$ cat src/rtl/ahb_pkg.sv
// Shared AHB-Lite encodings, default-slave state type and the Cortex-M0 memory map.
package ahb_pkg;

  typedef enum logic [1:0] {
    HTRANS_IDLE   = 2'b00,
    HTRANS_BUSY   = 2'b01,
    HTRANS_NONSEQ = 2'b10,
    HTRANS_SEQ    = 2'b11
  } htrans_e;

  localparam logic HRESP_OKAY  = 1'b0;
  localparam logic HRESP_ERROR = 1'b1;

  typedef enum logic [1:0] {
    DS_IDLE = 2'd0,
    DS_ERR1 = 2'd1,
    DS_ERR2 = 2'd2
  } ds_state_e;

  localparam logic [31:0] RAMCODE_BASE = 32'h0000_0000;
  localparam logic [31:0] RAMDATA_BASE = 32'h2000_0000;
  localparam logic [31:0] AHB_BASE     = 32'h4000_0000;
  localparam logic [31:0] APB_BASE     = 32'h5000_0000;
  localparam logic [31:0] RAMCODE_MASK = 32'hFFFF_0000;
  localparam logic [31:0] RAMDATA_MASK = 32'hFFFF_0000;
  localparam logic [31:0] AHB_MASK     = 32'hFFFF_0000;
  localparam logic [31:0] APB_MASK     = 32'hFFFF_0000;

endpackage

$ cat src/rtl/ahblite_bus_matrix_decoder_if.sv
// Master-side address phase plus per-slave responses and the muxed return path.
interface ahblite_bus_matrix_decoder_if #(
  parameter int unsigned NPORT = 4
);
  logic [31:0]         HADDR;
  logic [1:0]          HTRANS;
  logic [NPORT-1:0]    HSEL;
  logic [NPORT-1:0]    HREADYOUT_S;
  logic [NPORT-1:0]    HRESP_S;
  logic [NPORT*32-1:0] HRDATA_S;
  logic                HREADY;
  logic                HRESP;
  logic [31:0]         HRDATA;

  // Fabric side: master address phase and slave responses are driven into the decoder.
  modport master (
    output HADDR, HTRANS, HREADYOUT_S, HRESP_S, HRDATA_S,
    input  HSEL, HREADY, HRESP, HRDATA
  );

  modport slave (
    input  HADDR, HTRANS, HREADYOUT_S, HRESP_S, HRDATA_S,
    output HSEL, HREADY, HRESP, HRDATA
  );
endinterface

$ cat src/rtl/ahblite_bus_matrix_decoder_default_slave.sv
// Default slave: two-cycle ERROR response for active transfers that hit no port.
module ahblite_default_slave
  import ahb_pkg::*;
(
  input  logic       HCLK,
  input  logic       HRESETn,
  input  logic       sel,
  input  logic [1:0] HTRANS,
  input  logic       HREADY,
  output logic       HREADYOUT,
  output logic       HRESP
);

  ds_state_e state_q, state_d;
  logic      active;

  assign active = HREADY && sel &&
                  ((HTRANS == HTRANS_NONSEQ) || (HTRANS == HTRANS_SEQ));

  always_ff @(posedge HCLK or negedge HRESETn) begin
    if (!HRESETn) state_q <= DS_IDLE;
    else          state_q <= state_d;
  end

  always_comb begin
    state_d   = state_q;
    HREADYOUT = 1'b1;
    HRESP     = HRESP_OKAY;
    case (state_q)
      DS_IDLE: if (active) state_d = DS_ERR1;
      DS_ERR1: begin
        HREADYOUT = 1'b0;
        HRESP     = HRESP_ERROR;
        state_d   = DS_ERR2;
      end
      DS_ERR2: begin
        HRESP   = HRESP_ERROR;
        state_d = active ? DS_ERR1 : DS_IDLE;
      end
      default: state_d = DS_IDLE;
    endcase
  end

endmodule

$ cat src/rtl/ahblite_bus_matrix_decoder.sv
// AHB-Lite address decoder with data-phase response mux and built-in default slave.
module ahblite_bus_matrix_decoder
  import ahb_pkg::*;
#(
  parameter int unsigned         NPORT     = 4,
  parameter logic [NPORT*32-1:0] BASE_ADDR = {APB_BASE, AHB_BASE, RAMDATA_BASE, RAMCODE_BASE},
  parameter logic [NPORT*32-1:0] ADDR_MASK = {APB_MASK, AHB_MASK, RAMDATA_MASK, RAMCODE_MASK},
  parameter logic [NPORT-1:0]    PORT_EN   = '1
) (
  input logic                    HCLK,
  input logic                    HRESETn,
  ahblite_bus_matrix_decoder_if.slave bus
);

  // Data-phase select index; value NPORT denotes the default slave.
  localparam int unsigned DW = $clog2(NPORT + 1);
  localparam logic [DW-1:0] DSEL_DEFAULT = DW'(NPORT);

  logic [NPORT-1:0] hsel;
  logic             hit_any;
  logic [DW-1:0]    win_idx;
  logic [DW-1:0]    dsel_q;
  logic             ds_hready;
  logic             ds_hresp;
  logic             hready;
  logic             hresp;
  logic [31:0]      hrdata;

  // First hit in index order wins, keeping HSEL one-hot on overlapping ranges.
  always_comb begin
    hsel    = '0;
    hit_any = 1'b0;
    win_idx = DSEL_DEFAULT;
    for (int unsigned i = 0; i < NPORT; i++) begin
      if (!hit_any && PORT_EN[i] &&
          ((bus.HADDR & ADDR_MASK[32*i +: 32]) == (BASE_ADDR[32*i +: 32] & ADDR_MASK[32*i +: 32]))) begin
        hit_any = 1'b1;
        hsel[i] = 1'b1;
        win_idx = DW'(i);
      end
    end
  end

  always_ff @(posedge HCLK or negedge HRESETn) begin
    if (!HRESETn)    dsel_q <= DSEL_DEFAULT;
    else if (hready) dsel_q <= win_idx;
  end

  ahblite_default_slave u_default_slave (
    .HCLK      (HCLK),
    .HRESETn   (HRESETn),
    .sel       (!hit_any),
    .HTRANS    (bus.HTRANS),
    .HREADY    (hready),
    .HREADYOUT (ds_hready),
    .HRESP     (ds_hresp)
  );

  always_comb begin
    hready = ds_hready;
    hresp  = ds_hresp;
    hrdata = '0;
    for (int unsigned i = 0; i < NPORT; i++) begin
      if (dsel_q == DW'(i)) begin
        hready = bus.HREADYOUT_S[i];
        hresp  = bus.HRESP_S[i];
        hrdata = bus.HRDATA_S[32*i +: 32];
      end
    end
  end

  assign bus.HSEL   = hsel;
  assign bus.HREADY = hready;
  assign bus.HRESP  = hresp;
  assign bus.HRDATA = hrdata;

endmodule

$ cat src/flat_wrapper.sv
// flat-port wrapper written by rule: the top's interface ports become plain ports
module ahblite_bus_matrix_decoder_flat import ahb_pkg::*;
#(
  parameter int unsigned         NPORT     = 4,
  parameter logic [NPORT*32-1:0] BASE_ADDR = {APB_BASE, AHB_BASE, RAMDATA_BASE, RAMCODE_BASE},
  parameter logic [NPORT*32-1:0] ADDR_MASK = {APB_MASK, AHB_MASK, RAMDATA_MASK, RAMCODE_MASK},
  parameter logic [NPORT-1:0]    PORT_EN   = '1
)
  (HCLK, HRESETn, bus_HADDR, bus_HTRANS, bus_HREADYOUT_S, bus_HRESP_S, bus_HRDATA_S, bus_HSEL, bus_HREADY, bus_HRESP, bus_HRDATA);
  ahblite_bus_matrix_decoder_if #(.NPORT(NPORT)) bus_i ();
  input logic HCLK;
  input logic HRESETn;
  input wire logic [$bits(bus_i.HADDR)-1:0] bus_HADDR;
  input wire logic [$bits(bus_i.HTRANS)-1:0] bus_HTRANS;
  input wire logic [$bits(bus_i.HREADYOUT_S)-1:0] bus_HREADYOUT_S;
  input wire logic [$bits(bus_i.HRESP_S)-1:0] bus_HRESP_S;
  input wire logic [$bits(bus_i.HRDATA_S)-1:0] bus_HRDATA_S;
  output wire logic [$bits(bus_i.HSEL)-1:0] bus_HSEL;
  output wire logic [$bits(bus_i.HREADY)-1:0] bus_HREADY;
  output wire logic [$bits(bus_i.HRESP)-1:0] bus_HRESP;
  output wire logic [$bits(bus_i.HRDATA)-1:0] bus_HRDATA;
  assign bus_i.HADDR = bus_HADDR;
  assign bus_i.HTRANS = bus_HTRANS;
  assign bus_i.HREADYOUT_S = bus_HREADYOUT_S;
  assign bus_i.HRESP_S = bus_HRESP_S;
  assign bus_i.HRDATA_S = bus_HRDATA_S;
  assign bus_HSEL = bus_i.HSEL;
  assign bus_HREADY = bus_i.HREADY;
  assign bus_HRESP = bus_i.HRESP;
  assign bus_HRDATA = bus_i.HRDATA;
  ahblite_bus_matrix_decoder #(.NPORT(NPORT), .BASE_ADDR(BASE_ADDR), .ADDR_MASK(ADDR_MASK), .PORT_EN(PORT_EN)) u_core (.HCLK(HCLK), .HRESETn(HRESETn), .bus(bus_i));
endmodule
$ cat config.mk
export PLATFORM = sky130hd
export DESIGN_NAME = ahblite_bus_matrix_decoder_flat
export DESIGN_NICKNAME = d
export VERILOG_FILES = /design/src/rtl/ahb_pkg.sv /design/src/rtl/ahblite_bus_matrix_decoder_if.sv /design/src/rtl/ahblite_bus_matrix_decoder_default_slave.sv /design/src/rtl/ahblite_bus_matrix_decoder.sv /design/src/flat_wrapper.sv
export SDC_FILE = /design/constraint.sdc
export NUM_CORES = 1
export LEC_CHECK = 0
export ABC_AREA = 1
export CAP_MARGIN = 20
export CORE_MARGIN = 8
export CORE_UTILIZATION = 25
export CTS_BUF_LIST = sky130_fd_sc_hd__clkbuf_4
export DETAILED_ROUTE_END_ITERATION = 8
export PLACE_DENSITY_LB_ADDON = 0.05
export SLEW_MARGIN = 20
export SYNTH_ARGS = -nofsm -noshare
export SYNTH_HDL_FRONTEND = slang
export SYNTH_HIERARCHICAL = 1
export SYNTH_SLANG_ARGS = --single-unit
$ cat constraint.sdc
create_clock -name HCLK -period 1.8 [get_ports HCLK]
set_input_delay 0.36 -clock HCLK [delete_from_list [all_inputs] [get_ports HCLK]]
set_output_delay 0.36 -clock HCLK [all_outputs]
set_load 0.005 [all_outputs]
==> results.cfg, run 1 <==
[critical_path]
cp.arrival_ps = 1690
critPathKind = flip-flop to output pin
crit_required_ps = 1440
r2r_slack_ps = -50
endpoint_kind = output pin
crit_fanout = 5
cp-startpoint = u_core/dsel_q[2]$_DFFE_PN1P_
worstSetupStartpointType = flip-flop
r2r-start = u_core/dsel_q[2]$_DFFE_PN1P_

[global_route]
grt_antenna_before_repair = 0
grt_pass1_vias = 2995
grt_pass1_wl_mm = 16.3
grt_max_degree = 35
grt_util_all_layers_pct = 23.5
grt_overflow = 0

[synthesis]
synthTopCellsByArea = nand3_1, nand2_1, nand4_1, dfrtp_1, nor2_1
synth_top_cell_by_area = nand3_1
synth_common_cells = nand2_1, nand3_1, nand4_1
ys_async_sr_fraction_pct = 100
synth_fp_nets = 462
yosys.area.top_type_share_pct = 26.6
ys_seq_area_share_pct = 8.72
yosysUniqueCellTypes = 20
yosysWarningCount = 6
syn_area_per_cell_um2 = 5.08
ys_seq_elements = 5
yosysMostFrequentCell = nand2_1
synth_flop_cell = dfrtp_1
netlist_area_um2 = 1450
syn_inst = 285
synth_edf_count = 0

[floorplan]
ios = 210
die_h_um = 92.1
coreArea_um2 = 5540
placementRows = 27
die_w_um = 92.1
die_area_um2 = 8490
initial_core_util_pct = 26.2

[placement]
pre_cts_ws_ps = -587
finalWeightedCongestion = 0.867
port_buffers = 192
dp_hpwl_mm = 7.78
place_area_um2 = 3650

[cts]
ctsHoldBuffers = 0
clk_pin_slew_ps = 50
clk_path_buf_depth = 2
numCtsBuffers = 3
clk_latency_ps = 260
cts_tree = built
cts-root-buf = clkbuf_4
htree_levels = 1
cts_sinks = 5

[sta]
slew_headroom_pct = 80.5
report.final.slew_viol_count = 0
tightest_slew_ps = 290
tns_ps = -5900
rsz0062_at_grt = true
fmax_mhz = 489
holdWs_ps = 325
setup_viol = 36
finalClockSkew_ps = 5.66
period_minus_slack_ps = 2050
hold_viol = 0
fin_crit_sh_pct = 114
fin_ws_ps = -246

[pwr]
power_leakage_uw = 0.00187
ir_drop_mv = 0.636
p_per_area_nw_per_um2 = 448

[final_layout]
drive_gt1_share_pct = 31.8
num-nets-final = 693
n_antenna_cell = 0
areaGrowthSynthToFinish_pct = 180
final_area_um2 = 4060

[routing]
wl_per_cell_um = 18.4
ant_nets = 0
drc = 0
drt-vias-per-instance = 5.04
drt_first_iter_violations = 121
wl_mm = 10.8
vias = 2960
drtPass1Iterations = 5

[job]
maxCapViolations = 0

[outcome]
failed_checks = setup timing
status = finished, violations left

[worst_hold_path]
hp-class = input port to asynchronous set/reset pin
final timing paths:
kind                                                                  to  cells after the start
max                                                       bus_HRDATA[19]                      9
max in group asynchronous                   u_core/dsel_q[2]$_DFFE_PN1P_                      1
max reg2reg                u_core/u_default_slave/state_q[1]$_DFFE_PN0P_                     15
min in group HCLK                           u_core/dsel_q[1]$_DFFE_PN0P_                      5
min reg2reg                u_core/u_default_slave/state_q[1]$_DFFE_PN0P_                      3
min                                         u_core/dsel_q[0]$_DFFE_PN0P_                      1
kinds of logic (layout without fill, tap and decap cells):
logic type,Yosys count,in the layout,synth area share (%)
buffers and inverters,38,268,10.5
AO/OA/AOI/OAI,3,3,1.21
flip-flops,5,5,8.72
AND/OR/NAND/NOR,234,234,75.2
adder cells (fa/ha/maj),5,5,4.32
metal layers:
layer | share of wire [%] | vias up | global-route usage, %
li1 | - | 1441 | -
met1 | 38 | 1358 | 25.9
met2 | 52 | 147 | 44.2
met3 | 7.9 | 14 | 5.79
met4 | 1.5 | 0 | 4.97
met5 | 0 | - | 0
layout make-up:
type                       instances  area, µm²
tap                               72       90.1
inverter                          19       76.3
timing repair buffer             245       2350
fill                             475       1480
clock buffer                       4       30.0
multi-input combinational        242       1390
sequential                         5        126
power breakdown:
group | total (µW) | leakage [µW] | internal, µW | switching (µW)
clock | 157 | 0.0000184 | 99.6 | 57.6
combinational | 1500 | 0.00179 | 868 | 632
sequential | 164 | 0.0000642 | 146 | 18.6
per-stage QoR:
step,instances,utilization (%),power [µW]
floorplan,285,-,636
global placement,560,66.0,1510
detailed placement,560,66.0,1530
CTS,590,71.7,1760
global route,587,73.4,1970
finish,587,73.4,1820
cell usage in the layout, fill, tap and decap left out:
cell type	synthesis	final
nor2_1	18	13
dfrtp_1	4	4
dfstp_2	1	1
inv_4	0	2
dlymetal6s2s_1	0	3
nor2_2	0	4
o21ai_0	2	2
clkdlybuf4s50_1	0	138
or2_4	0	1
nor2_4	2	3
inv_2	4	5
nor3_2	0	1
nor4b_2	0	1
ha_1	5	5
buf_16	0	5
nand2_4	0	8
nand2_2	2	35
nand2_1	97	56
buf_6	0	14
buf_12	0	5
buf_4	0	30
o211ai_1	1	1
nand4_1	33	33
nand3_4	0	1
nor3_1	2	1
nor4_2	0	1
dlygate4sd2_1	0	5
nand3_2	0	6
clkbuf_4	0	4
inv_1	15	12
buf_2	8	37
nand3_1	77	70
clkdlybuf4s15_1	0	8
registers in the layout (all words and copies together), names as in the netlist:
name,count
u_core/dsel_q,3
u_core/u_default_slave/state_q,2
repair_timing:
action	in CTS	in global routing
pin swaps	35	32
buffers inserted	22	2
cloned	5	0
setup endpoints to repair	38	43
gates resized for setup	231	41
worst max-delay path: stages, from the launching register on:
cell     delay [ps]
dfstp_2         550
buf_6           110
nor2_4           50
nand2_2          70
inv_4            60
buf_6           130
buf_12          130
nand2_2          70
nand4_1         110
buf_2           150
No activity file was read; power rests on OpenSTA's default activity.
==> run 2, diff against run 1 <==
Settings changed: CORE_UTILIZATION 25 to 30, DONT_BUFFER_PORTS set to 1, RECOVER_POWER set to 25.
Clock period 1.8 ns to 2 ns, I/O delays scaled along.
==> run 2 against run 1 <==
The flow now finishes without violations. Die area down 14%. Sequential power barely moved. Critical path depth fell by 1. Critical endpoint is now bus_HREADY.
==> results.cfg, run 2 (synthesis results as in run 1) <==
[sta]
slew_headroom_pct = 74.3
finalClockSkew_ps = 3.46
setup_viol = 0
report.final.slew_viol_count = 0
period_minus_slack_ps = 1890
fmax_mhz = 529
tightest_slew_ps = 380
fin_crit_sh_pct = 94.6
hold_viol = 0

[cts]
cts-root-buf = clkbuf_4
clk_path_buf_depth = 2
htree_levels = 1
clk_pin_slew_ps = 40
cts_tree = built
numCtsBuffers = 3
cts_sinks = 5
clk_latency_ps = 240

[final_layout]
num-nets-final = 458
drive_gt1_share_pct = 8.57
n_antenna_cell = 0
top_regs = u_core/dsel_q (3), u_core/u_default_slave/state_q (2)
n_fill_cell = 562
largest_reg_flops = 3
final_common_cell = nand2_1
final_cell_mix = nand2_1, nand3_1, nand4_1
utilization_pct = 34.0
areaGrowthSynthToFinish_pct = 10.2
regMostFlops = u_core/dsel_q

[critical_path]
path_buf_inv = 1
critPathKind = flip-flop to output pin
crit_required_ps = 1600
endpoint_kind = output pin
slowest_stage = dfstp_2
cp.arrival_ps = 1490
cpPeakStageDelay_ps = 580
crit_fanout = 16
r2r-start = u_core/dsel_q[2]$_DFFE_PN1P_
crit_chain = nor2_4 -> buf_8 -> nand2_1 -> nand2_1 -> nand3_1 -> nand2_1 -> nand2_2 -> nand2_4
r2r_slack_ps = 330
reg2regPathDepth = 12
worstSetupStartpointType = flip-flop
crit_family = flip-flops
worstReg2RegEnd = u_core/u_default_slave/state_q[1]$_DFFE_PN0P_
crit_top_cell = nand2_1

[global_route]
grt_util_all_layers_pct = 16.3
grt_overflow = 0
grt_pass1_wl_mm = 9.87
grt_antenna_before_repair = 0
grt_max_degree = 42
grt_pass1_vias = 1848

[floorplan]
coreArea_um2 = 4690
die_area_um2 = 7310
die_h_um = 85.5
initial_core_util_pct = 30.9
ios = 210
placementRows = 25
die_w_um = 85.5

[routing]
wl_mm = 6.78
vias = 1949
drt-vias-per-instance = 5.84
ant_nets = 0
drtPass1Iterations = 5
drt_first_iter_violations = 122
drc = 0
wl_per_cell_um = 20.3

[worst_hold_path]
hold_start = bus_HADDR[29]
hp-class = input port to flip-flop
hold_end = u_core/dsel_q[1]$_DFFE_PN0P_
holdPathStages = 3

[pwr]
power_leakage_uw = 0.000670
finalPower_uw = 859
p_per_area_nw_per_um2 = 538
ir_drop_mv = 0.364

[outcome]
status = finished, final reports clean

[placement]
finalWeightedCongestion = 0.745
dp_hpwl_mm = 5.57
port_buffers = 0

[job]
maxCapViolations = 0
-- run 2: changes by cell type in the layout (fill, tap and decap cells not counted), moves of 5 or more --
| cell | before | now |
|---|---|---|
| buf_16 | 5 | 0 |
| buf_2 | 37 | 0 |
| buf_4 | 30 | 7 |
| buf_6 | 14 | 0 |
| clkdlybuf4s15_1 | 8 | 0 |
| clkdlybuf4s50_1 | 138 | 0 |
| dlygate4sd2_1 | 5 | 0 |
| nand2_1 | 56 | 96 |
| nand2_2 | 35 | 2 |
| nand2_4 | 8 | 1 |
| nand3_1 | 70 | 77 |
| nand3_2 | 6 | 0 |
| nor2_1 | 13 | 18 |
-- run 2: how the worst max path moves through the flow --
stage                                             from        endpoint  slack, ps  cells past startpoint
after floorplan           u_core/dsel_q[0]$_DFFE_PN0P_  bus_HRDATA[10]        440                      5
after global placement    u_core/dsel_q[1]$_DFFE_PN0P_       bus_HRESP        140                      7
after detailed placement  u_core/dsel_q[1]$_DFFE_PN0P_       bus_HRESP        130                      7
after CTS                 u_core/dsel_q[1]$_DFFE_PN0P_       bus_HRESP         20                      7
after global routing      u_core/dsel_q[2]$_DFFE_PN1P_      bus_HREADY         -2                      8
final                     u_core/dsel_q[2]$_DFFE_PN1P_      bus_HREADY        110                      8
-- run 2: where the power goes --
| part | internal [µW] | switching (µW) | total (µW) |
|---|---|---|---|
| Clock | 89.0 | 41.4 | 130 |
| Sequential | 131 | 32.3 | 164 |
| Combinational | 218 | 346 | 565 |
| Total | 439 | 420 | 859 |
-- run 2: final cells by class --
cell class / count / area (µm²) / share of cell area [%]
Clock buffer: 4 / 30.0 / 1.88
Inverter: 19 / 97.6 / 6.11
Multi-Input combinational cell: 242 / 1180 / 73.7
Sequential cell: 5 / 126 / 7.92
Tap cell: 54 / 67.6 / 4.23
Timing Repair Buffer: 10 / 97.6 / 6.11
-- run 2: worst reg2reg max path: cells and delay by family, from the launching register on --
family        cells  cell delay (ps)
buf+inv           1              150
flops             1              580
simple gates     11              830
-- run 2: routing by layer --
| metal | GRT usage (%) | part of all wire [%] | up-vias |
|---|---|---|---|
| li1 | - | - | 964 |
| met5 | 0 | 0 | - |
| met4 | 3.50 | 0.87 | 0 |
| met1 | 17.9 | 38 | 864 |
| met2 | 28.7 | 50 | 117 |
| met3 | 6.30 | 11 | 4 |
-- run 2: through the flow --
stage               worst slack [ps]  std cells  setup TNS (ps)  hold slack [ps]  area [µm²]
floorplan                        443        285               0              104        1450
global placement                 135        328               0              105        1510
detailed placement               126        328               0              105        1510
CTS                             22.0        333               0              310        1550
global route                   -1.56        334           -1.56              315        1600
finish                           109        334               0              320        1600
-- run 2: what timing repair did --
item,in CTS,in global routing
endpoints found under the hold margin,5,0
resized for setup,1,7
buffers inserted,0,1
pin swaps,0,1
setup endpoints to repair,33,6
hold buffers,1,0
